==> src/rtl/instruction_fetch_unit.sv <==
// Purpose: owns the PC, fetches one word per instruction over imem req/ready, holds it for decode.
// Latency: ready in the first FETCH cycle gives instr_valid on the next cycle.
// Backpressure: waits in FETCH for imem_ready (bounded by TIMEOUT), holds ISSUE until instr_ack.
module instruction_fetch_unit #(
    parameter logic [63:0] RESET_PC = 64'h0,
    parameter int          TIMEOUT  = 16
) (
    input  logic        clk,
    input  logic        reset,
    input  logic        start,
    output logic        imem_req,
    output logic [63:0] imem_addr,
    input  logic        imem_ready,
    input  logic [31:0] imem_rdata,
    output logic [31:0] instruction,
    output logic        instr_valid,
    output logic [63:0] pc,
    input  logic        instr_ack,
    input  logic        branch_taken,
    input  logic [63:0] branch_imm,
    output logic        halted,
    output logic [1:0]  err_code,
    output logic [31:0] instr_count
);

    localparam int TW = (TIMEOUT > 1) ? $clog2(TIMEOUT) : 1;
    localparam logic [TW-1:0] TMO_LAST = TW'(TIMEOUT - 1);

    localparam logic [1:0] ERR_NONE  = 2'd0;
    localparam logic [1:0] ERR_ZERO  = 2'd1;
    localparam logic [1:0] ERR_ALIGN = 2'd2;
    localparam logic [1:0] ERR_TMO   = 2'd3;

    typedef enum logic [1:0] {
        IDLE,
        FETCH,
        ISSUE,
        HALT
    } state_t;

    state_t         state_q, state_d;
    logic [63:0]    pc_q, pc_d;
    logic [31:0]    instr_q, instr_d;
    logic [31:0]    count_q, count_d;
    logic [1:0]     err_q, err_d;
    logic [TW-1:0]  tmo_q, tmo_d;
    logic [63:0]    next_pc;

    always_ff @(posedge clk or posedge reset) begin
        if (reset) begin
            state_q <= IDLE;
            pc_q    <= RESET_PC;
            instr_q <= '0;
            count_q <= '0;
            err_q   <= ERR_NONE;
            tmo_q   <= '0;
        end else begin
            state_q <= state_d;
            pc_q    <= pc_d;
            instr_q <= instr_d;
            count_q <= count_d;
            err_q   <= err_d;
            tmo_q   <= tmo_d;
        end
    end

    always_comb begin
        state_d = state_q;
        pc_d    = pc_q;
        instr_d = instr_q;
        count_d = count_q;
        err_d   = err_q;
        tmo_d   = tmo_q;
        // branch_imm is in halfword units, so the byte offset is imm << 1
        next_pc = branch_taken ? (pc_q + (branch_imm << 1)) : (pc_q + 64'd4);

        case (state_q)
            IDLE: begin
                if (start) begin
                    state_d = FETCH;
                    tmo_d   = '0;
                end
            end
            FETCH: begin
                if (imem_ready) begin
                    if (imem_rdata != 32'd0) begin
                        instr_d = imem_rdata;
                        state_d = ISSUE;
                    end else begin
                        err_d   = ERR_ZERO;
                        state_d = HALT;
                    end
                end else begin
                    tmo_d = tmo_q + 1'b1;
                    if (tmo_q == TMO_LAST) begin
                        err_d   = ERR_TMO;
                        state_d = HALT;
                    end
                end
            end
            ISSUE: begin
                if (instr_ack) begin
                    count_d = count_q + 32'd1;
                    // a misaligned target still retires the current instruction
                    if (next_pc[1:0] != 2'b00) begin
                        err_d   = ERR_ALIGN;
                        state_d = HALT;
                    end else begin
                        pc_d    = next_pc;
                        tmo_d   = '0;
                        state_d = FETCH;
                    end
                end
            end
            HALT: begin
                state_d = HALT;
            end
            default: begin
                state_d = IDLE;
            end
        endcase
    end

    assign imem_req    = (state_q == FETCH);
    assign imem_addr   = pc_q;
    assign instruction = instr_q;
    assign instr_valid = (state_q == ISSUE);
    assign pc          = pc_q;
    assign halted      = (state_q == HALT);
    assign err_code    = err_q;
    assign instr_count = count_q;

endmodule
==> config.mk <==
export PLATFORM = sky130hd
export DESIGN_NAME = instruction_fetch_unit
export DESIGN_NICKNAME = d
export VERILOG_FILES = /design/src/rtl/instruction_fetch_unit.sv
export SDC_FILE = /design/constraint.sdc
export NUM_CORES = 1
export LEC_CHECK = 0
export ABC_AREA = 1
export BUFFER_PORTS_ARGS = -buffer_cell sky130_fd_sc_hd__clkbuf_2
export CAP_MARGIN = 25
export CORE_AREA = 2 2 129 224
export DETAILED_ROUTE_END_ITERATION = 16
export DIE_AREA = 0 0 131 226
export GPL_TIMING_DRIVEN = 1
export PLACE_DENSITY = 0.76
export RECOVER_POWER = 25
export SLEW_MARGIN = 20
export SYNTH_ARGS = -nofsm -noshare
export SYNTH_HDL_FRONTEND = slang
export SYNTH_SLANG_ARGS = --single-unit
==> constraint.sdc <==
create_clock -name clk -period 6.9 [get_ports clk]
set_clock_uncertainty 0.05 [all_clocks]
set_input_delay 0 -clock clk [delete_from_list [all_inputs] [get_ports clk]]
set_output_delay 0 -clock clk [all_outputs]
set_load 0.01 [all_outputs]
# ---- After elaboration in Yosys (flattened, before gate mapping)
# Index checks and enable logic that the tools add are counted.
# W data, S select, Z words.
dict set report op_classes {
  n_mux 18
  n_addsub 4
  reduce_logical 11
  n_eq_ne 11
  n_bitwise 1
}
# operator n
set ops {}
lappend ops {{$add A64 B3 Y64 const B} 1}
lappend ops {{$add A64 B64 Y64} 1}
lappend ops {{$mux W64} 1}
lappend ops {{$add A32 B1 Y32 const B} 1}
lappend ops {{$reduce_bool A32 Y1} 1}
lappend ops {{$mux W2} 9}
lappend ops {{$mux W4} 4}
lappend ops {{$pmux W4 S3} 1}
lappend ops {{$reduce_and A5 Y1} 2}
lappend ops {{$reduce_and A3 Y1} 3}
lappend ops {{$pmux W2 S4} 1}
lappend ops {{$ne A2 B2 Y1 const B} 3}
lappend ops {{$add A4 B1 Y4 const B} 1}
lappend ops {{$eq A2 B2 Y1 const B} 2}
lappend ops {{$eq A4 B4 Y1 const B} 1}
lappend ops {{$ne A2 B1 Y1 const B} 2}
lappend ops {{$pmux W2 S2} 1}
lappend ops {{$reduce_bool A2 Y1} 2}
lappend ops {{$ne A3 B1 Y1 const B} 1}
lappend ops {{$ne A3 B3 Y1 const B} 1}
lappend ops {{$reduce_bool A3 Y1} 1}
lappend ops {{$eq A2 B1 Y1 const B} 1}
lappend ops {{$logic_not A2 Y1} 1}
lappend ops {{$reduce_and A2 Y1} 1}
lappend ops {{2 further kinds} 2}
dict set report totals {
  inputBits 102
  register_bits 136
  output_inout_bits 197
}

# ---- Longest topological paths before layout
# Gate-level depths: netlist of the first run.
dict set report depth {
  depth_word 6
  ltp_mapped 18
  depth_no_buf 18
}

# ---- Worst setup path before layout of the first run
# OpenSTA, ideal clock, no wires.
dict set report synth_timing {
  path_type {flip-flop to flip-flop}
  start {register pc_q[1], in the netlist imem_addr[1]}
  end {register pc_q[63], in the netlist imem_addr[63]}
  t_required_ps 6734
  stages_incl_launch_ff 18
  setup_time_ps 116
  t_arrival_ps 2036
  path_buffers 0
  slack_ps 4698
  path_cell_list {dfrtp_1 ha_1 inv_1 fa_1 inv_1 nand3_1 nand3_1 nand2_1 nand2_1 nand2_1 nand2_1 nand2_1 nand3_1 nand2_1 nand3_1 nand3_1 nand2_1 nand2_1}
}
dict set report synth_between {
  elab_chain_len 5
}
# element line
set synth_rtl {}
lappend synth_rtl {{start: declaration} 42} ;# logic [63:0] pc_q, pc_d;
lappend synth_rtl {{start signal: assignment} 59} ;# pc_q <= pc_d;
lappend synth_rtl {{$add A64 B3 Y64 or $add A64 B64 Y64 (tied branches)} 75} ;# next_pc = branch_taken ? (pc_q + (branch_imm << 1)) : (pc_q + 64'd4);
lappend synth_rtl {{$mux W64 *} 75}
lappend synth_rtl {{$reduce_bool A2 Y1} 105} ;# if (next_pc[1:0] != 2'b00) begin
lappend synth_rtl {{$not A1 Y1 (no line)} -}
lappend synth_rtl {{$reduce_and A3 Y1 (no line)} -}
# Every way passes the cells marked *; elsewhere a longest branch is shown, timed or not.
# A chain may end at the register's enable or synchronous reset.

# ---- Worst setup path after layout of the first run
dict set report layout_timing {
  start {register pc_q[1], in the netlist imem_addr[1]}
  end {register pc_q[41], in the netlist imem_addr[41]}
}
# The elaborated chain is that of the path after synthesis.

==> results of run 1 <==
kinds of logic after synthesis:
logic type / after synthesis / share of synthesized area
and+or+nand+nor: 1225 / 0.372
adders and majority gates: 66 / 0.0608
xor gates and xnor gates: 83 / 0.0531
buffers and inverters: 465 / 0.146
DFF: 135 / 0.247
AOI/OAI and AO/OA: 255 / 0.101
other: 1 / 0.000274
muxes: 24 / 0.0197
layout by cell type (no fill, tap or decap), drive strengths merged, types with 26 or more instances in the layout:
cell         synthesis  routed
nand2              716     716
a21oi              149     149
nor2               258     258
nand3              128     128
clkbuf              17     313
o21ai               61      61
inv                368     374
xor2                55      55
xnor2               28      28
ha                  65      65
dlygate4sd3          0      40
dfrtp              135     135
nor3                61      61
nand4               26      26
final cells by class:
class	instances	area [sq um]	area share
clock buffers	18	429	0.0268
clock inverters	14	140	0.00875
inverters	368	1380	0.0863
multi-input cells	1655	8330	0.520
flip-flops and latches	135	3380	0.211
well taps	373	467	0.0291
repair buffers	344	1890	0.118
timing repair:
item                                   4_1_cts  5_1_grt
endpoints found under the hold margin      106        0
hold buffers                                40        0
buffers inserted                             0        0
per-layer routing:
metal | wire length (um) | global-route usage
met5 | 0 | 0
met4 | 6430 | 0.356
met3 | 3140 | 0.0595
met2 | 27200 | 0.642
met1 | 18700 | 0.366
critical path, delay by kind of cell, from the launching register on:
kind | cells | cell delay (ns)
and+or+nand+nor | 8 | 1.15
adders and majority gates | 2 | 0.62
AOI/OAI and AO/OA | 3 | 0.47
DFF | 1 | 0.43
buffers and inverters | 2 | 0.22
per-stage QoR:
stage / std cells / utilization / power, uW
final: 2907 / 0.575 / 6770
after global routing: 2907 / 0.575 / 7240
after CTS: 2906 / 0.576 / 6710
after detailed placement: 2834 / 0.542 / 5770
after global placement: 2834 / 0.542 / 5700
after floorplan: 2255 / - / 4290
power by group:
group | internal [uW] | leakage, uW | total [uW] | switching [uW]
registers | 1080 | 0.00164 | 1710 | 636
clock network | 506 | 0.000280 | 911 | 405
logic | 1390 | 0.00684 | 4140 | 2750
sequential cells by signal, summed over array words and instances, names as in the netlist:
name,flops
instr_count,32
state_q,2
imem_addr,63
err_code,2
instruction,32
tmo_q,4
worst min-delay path by stage:
stage	from	to	cells past startpoint
2_1_floorplan	imem_rdata[0]	instruction[0]	1
3_3_place_gp	reset	instr_count[2]	2
3_5_place_dp	reset	instr_count[2]	2
4_1_cts	branch_imm[5]	imem_addr[6]	5
5_1_grt	branch_imm[6]	imem_addr[7]	5
6_report	branch_imm[5]	imem_addr[6]	5
==> summary.md, run 1 <==
• synthesized area per cell: 6.08 sq um
• first-pass GRT wire length: 81400 um
• share of the cycle needed by the critical path after routing: 0.445
• maximum clock frequency: 326 MHz
• Sum Neg Setup Slack: 0 ns
• Pre-Repair DR Iteration Count: 5
• class of the most critical hold timing path: primary input to register
• reg-to-reg startpoint: imem_addr[1]
• sequential cell area fraction in the yosys report: 0.247
• weighted congestion at the end of routability-driven global placement: 1.08
• fraction of synthesized cell area taken by the top area cell type: 0.247
• element type at the critical path end: register
• Final HPWL DP: 44700 um
• Pins Over Slew Limit: 65
• post-detailed-route via-to-cell ratio: 5.39
• remaining global-route overflow: 0
• placeable core region: 0.0279 sq mm
• leakage power total: 0.00876 uW
• maximum capacitance violations: 1
• crit path to: imem_addr[41]
• clock sink total: 135
• filler cell count in the final layout: 2852
• instance count of the mapped netlist: 2254
• master cell of the clock root buffer: clkbuf_16
• cts bufs inserted: 17
• transition time at the pin with the least slew margin: 2.94 ns
• Final Hold Viols: 0
• maximum fanout count along the critical path: 5
• violations in the final reports: max-capacitance violations, max-slew violations
• final WL: 55500 um
• Synth Warn #: 0
• share of final-layout standard cells stronger than drive strength 1: 0.131
• maximum number of pins on one net before global-route repair: 78
• Min Hold Slack: 0.0130 ns
• clock transition at the registers of the reported paths: 0.07 ns
• clock tree from TritonCTS: done
• number of instances resized during post-cts repair: 0
• largest cells by area after synthesis: dfrtp_1 (25%), nand2_1 (20%), inv_1 (10%)
• delay contributed by the slowest stage of the critical path: 0.43 ns
• kind of launch point of the worst setup path: register
• largest buffer count on any clock path: 2
• netlist area before placement: 0.0137 sq mm
• number of antenna violations at the first check in global routing: 0
• setup repair after global routing missed its margin: false
• Worst EP arrival: 3.32 ns
• Min Clock Period, post-route: 3.07 ns
• worst path cell trace: ha_1 > inv_1 > fa_1 > inv_1 > nand3_1 > nand3_1 > nand2_1 > nand2_1 > nand2_1 > nand3_1 > nand2_1 > nand2_1 > a21oi_1 > o21ai_0 > a21oi_1
• endpoint required time on the critical path: 7.15 ns
• post-route ant nets: 0
• Worst IR Drop VDD: 0.229 mV
• ys flop type: dfrtp_1
• outcome: complete, but fails checks
• count of different cell masters after synthesis: 48
• H-Tree Depth: 4
• async set-reset flop share out of synthesis: 1.00
• P per Cell Area: 423 mW/mm^2
• number of synthesized register bits: 135
• FF-to-FF path depth: 15
• count of flip-flops with a built-in enable after synthesis: 0
• # nets final: 2689
• register-to-register setup slack: 3.83 ns
• count leader, synth: nand2_1
• vias in the first global route: 14996
• die width: 131 um
• slowest library cell on the worst path: dfrtp_1
• Setup CP Type: register to register
• ant diodes: 0
• total routing resource utilization after global routing: 0.372
• area delta synth->final: 16.9%
• Critical Path Source: imem_addr[1]
• clock latency on the worst-skew pair: 0.44 ns
• Max transition margin: -0.968
• detail-routed net length per standard cell: 19.1 um
• Final Worst Setup Slack: 3.83 ns
• Placement Rows: 81
• number of primary I/O pins: 299
• capture instance of the worst register-to-register path: imem_addr[41]
• most numerous cell on the critical path: nand2_1
• Die Height: 226 um
• DRC violation count after routing: 0
• total vias in the final route: 15656
• effective utilization at floorplan: 0.491
• ranking of synthesized cells by instance count: nand2_1 (712), inv_1 (364), nor2_1 (248), a21oi_1 (149), dfrtp_1 (135)
• top cell type by total area after synthesis: dfrtp_1
• worst slack, placed: 3.79 ns
• drt first-iter violations: 1225
• total setup violations reported at the end of the flow: 0
• post-route standard cell area excluding fillers: 0.0160 sq mm
• post-placement cell area: 0.0151 sq mm
• PortBufs: 295
• Die Area: 0.0296 sq mm
(Power assumes the default switching activity.)
==> inputs of run 2 (changes only) <==
--- a/config.mk
+++ b/config.mk
@@ -12,7 +12,7 @@
 export DETAILED_ROUTE_END_ITERATION = 16
 export DIE_AREA = 0 0 131 226
 export GPL_TIMING_DRIVEN = 1
-export PLACE_DENSITY = 0.76
+export PLACE_DENSITY = 0.79
 export RECOVER_POWER = 25
 export SLEW_MARGIN = 20
 export SYNTH_ARGS = -nofsm -noshare
==> constraint.sdc (replaced) <==
create_clock -name clk -period 2.6 [get_ports clk]
set_clock_uncertainty 0.05 [all_clocks]
set_input_delay 0 -clock clk [delete_from_list [all_inputs] [get_ports clk]]
set_output_delay 0 -clock clk [all_outputs]
set_load 0.01 [all_outputs]
==> summary.md, run 2 (same netlist as run 1, synthesis figures left out) <==
• outcome: complete, no violations
• transition time at the pin with the least slew margin: 0.923 ns, -2.01 ns
• largest buffer count on any clock path: 2, unchanged
• area delta synth->final: 29.3%
• share of final-layout standard cells stronger than drive strength 1: 0.232, +0.101
• Min Clock Period, post-route: 2.54 ns, -0.528 ns
• total setup violations reported at the end of the flow: 0, unchanged
• maximum fanout count along the critical path: 5, unchanged
• maximum clock frequency: 393 MHz, +21%
• Sum Neg Setup Slack: 0 ns, unchanged
• H-Tree Depth: 4, unchanged
• DRC violation count after routing: 0, unchanged
• P per Cell Area: 1150 mW/mm^2, +170%
• vias in the first global route: 16237, +8.3%
• Worst IR Drop VDD: 0.826 mV, +260%
• share of the cycle needed by the critical path after routing: 0.978, +0.533
• post-route ant nets: 0, unchanged
• remaining global-route overflow: 0, unchanged
• setup repair after global routing missed its margin: true
• Pins Over Slew Limit: 0, -100%
• detail-routed net length per standard cell: 20.4 um, +6.7%
• Placement Rows: 81, unchanged
• clock transition at the registers of the reported paths: 0.07 ns, about the same
• total routing resource utilization after global routing: 0.422, +0.0498
• die width: 131 um, unchanged
• placeable core region: 0.0279 sq mm, unchanged
• first-pass GRT wire length: 90900 um, +12%
• Setup CP Type: register to register
• maximum capacitance violations: 0, -1
• post-detailed-route via-to-cell ratio: 5.44, +0.92%
• total vias in the final route: 16697, +6.6%
• most common cell after layout, fill and taps aside: nand2_1
• Final Hold Viols: 0, unchanged
• Worst EP arrival: 2.82 ns, -0.50 ns
• # nets final: 2854, +6.1%
• clock latency on the worst-skew pair: 0.45 ns, about the same
• master cell of the clock root buffer: clkbuf_16
• maximum number of pins on one net before global-route repair: 78, unchanged
• Die Area: 0.0296 sq mm, unchanged
• element type at the critical path end: register
• final WL: 62600 um, +13%
• number of primary I/O pins: 299, unchanged
• number of flip-flops in the largest register: 63, unchanged
• Pre-Repair DR Iteration Count: 8, +3
• cts bufs inserted: 17, unchanged
• effective utilization at floorplan: 0.491, unchanged
• post-route standard cell area excluding fillers: 0.0177 sq mm, +11%
• endpoint required time on the critical path: 2.87 ns, -4.28 ns
• ant diodes: 0, unchanged
• clock tree from TritonCTS: done
• Die Height: 226 um, unchanged
• post-placement cell area: 0.0164 sq mm, +8.5%
• weighted congestion at the end of routability-driven global placement: 1.08, about the same
• leakage power total: 0.00978 uW, +12%
• Final HPWL DP: 49400 um, +11%
• filler cell count in the final layout: 2644, -7.3%
• commonest cells after routing, fill and taps aside: nand2_1 (697), inv_1 (363), clkbuf_2 (295)
• class of the most critical hold timing path: primary input to register
• kind of launch point of the worst setup path: register
• PortBufs: 295, unchanged
• clock sink total: 135, unchanged
• Max transition margin: 0.385, +1.35
• drt first-iter violations: 1229, +0.33%
• number of antenna violations at the first check in global routing: 2, +2
• worst slack, placed: -0.0511 ns, -3.84 ns
• Final Worst Setup Slack: 0.0573 ns, -3.77 ns
[run 2: changes by cell type in the layout (fill, tap and decap cells not counted), sizes merged]
cell,before,now
dlygate4sd3,40,41
bufinv,1,0
clkbuf,313,312
buf,9,173
inv,374,376
[run 2: worst paths after layout]
kind | from | end | slack (ns) | depth (start not counted)
setup / recovery | imem_addr[2] | imem_addr[23] | 0.06 | 12
hold / removal | branch_imm[21] | imem_addr[22] | 0.01 | 5
setup reg to reg | imem_addr[2] | imem_addr[23] | 0.06 | 12
hold reg to reg | instr_count[31] | instr_count[31] | 0.42 | 1
max in group asynchronous | reset | imem_addr[26] | 1.50 | 4
min in group asynchronous | reset | instr_count[2] | 0.18 | 3
[run 2: cell type report]
type	count	area (sq um)	area share
clock buffers	17	425	0.0240
clock inverters	15	133	0.00749
inverters	368	1380	0.0781
multi-input cells	1655	8670	0.490
flip-flops and latches	135	3380	0.191
well taps	373	467	0.0263
repair buffers	509	3250	0.184
[run 2: power breakdown]
part | internal, uW | leakage, uW | switching (uW) | total [uW]
combinational | 5280 | 0.00786 | 9030 | 14300
clock | 1260 | 0.000277 | 1150 | 2410
sequential | 2880 | 0.00164 | 783 | 3670
[run 2: routing by layer]
metal | track usage | part of all wire
met5 | 0 | 0.00021
met4 | 0.431 | 0.12
met3 | 0.0936 | 0.071
met2 | 0.696 | 0.48
met1 | 0.415 | 0.33
[run 2: repair_timing]
item                                   CTS  global route
endpoints found under the hold margin  178             0
hold buffers                            41             0
resized for setup                        0            83
setup buffers                            1             1
pin swaps                                1             4
setup endpoints to repair                1            35
[run 2: critical path, stage by stage (launching register included)]
cell	delay [ns]
dfrtp_1	0.41
inv_1	0.11
fa_1	0.42
inv_1	0.09
nand3_1	0.14
nand3_4	0.14
nand2_1	0.06
nand2_1	0.09
nand3_1	0.09
nand3_2	0.14
xor2_1	0.24
nor2_1	0.09
o22ai_2	0.33
[run 2: through the flow]
stage	std cells	utilization	hold slack [ns]	total power [uW]
floorplan	2255	-	0.100	11400
global placement	2997	0.588	-0.0254	16700
detailed placement	2997	0.588	-0.0260	17000
CTS	3071	0.623	0.0195	19500
global route	3072	0.636	0.0527	21700
finish	3072	0.636	0.0137	20400
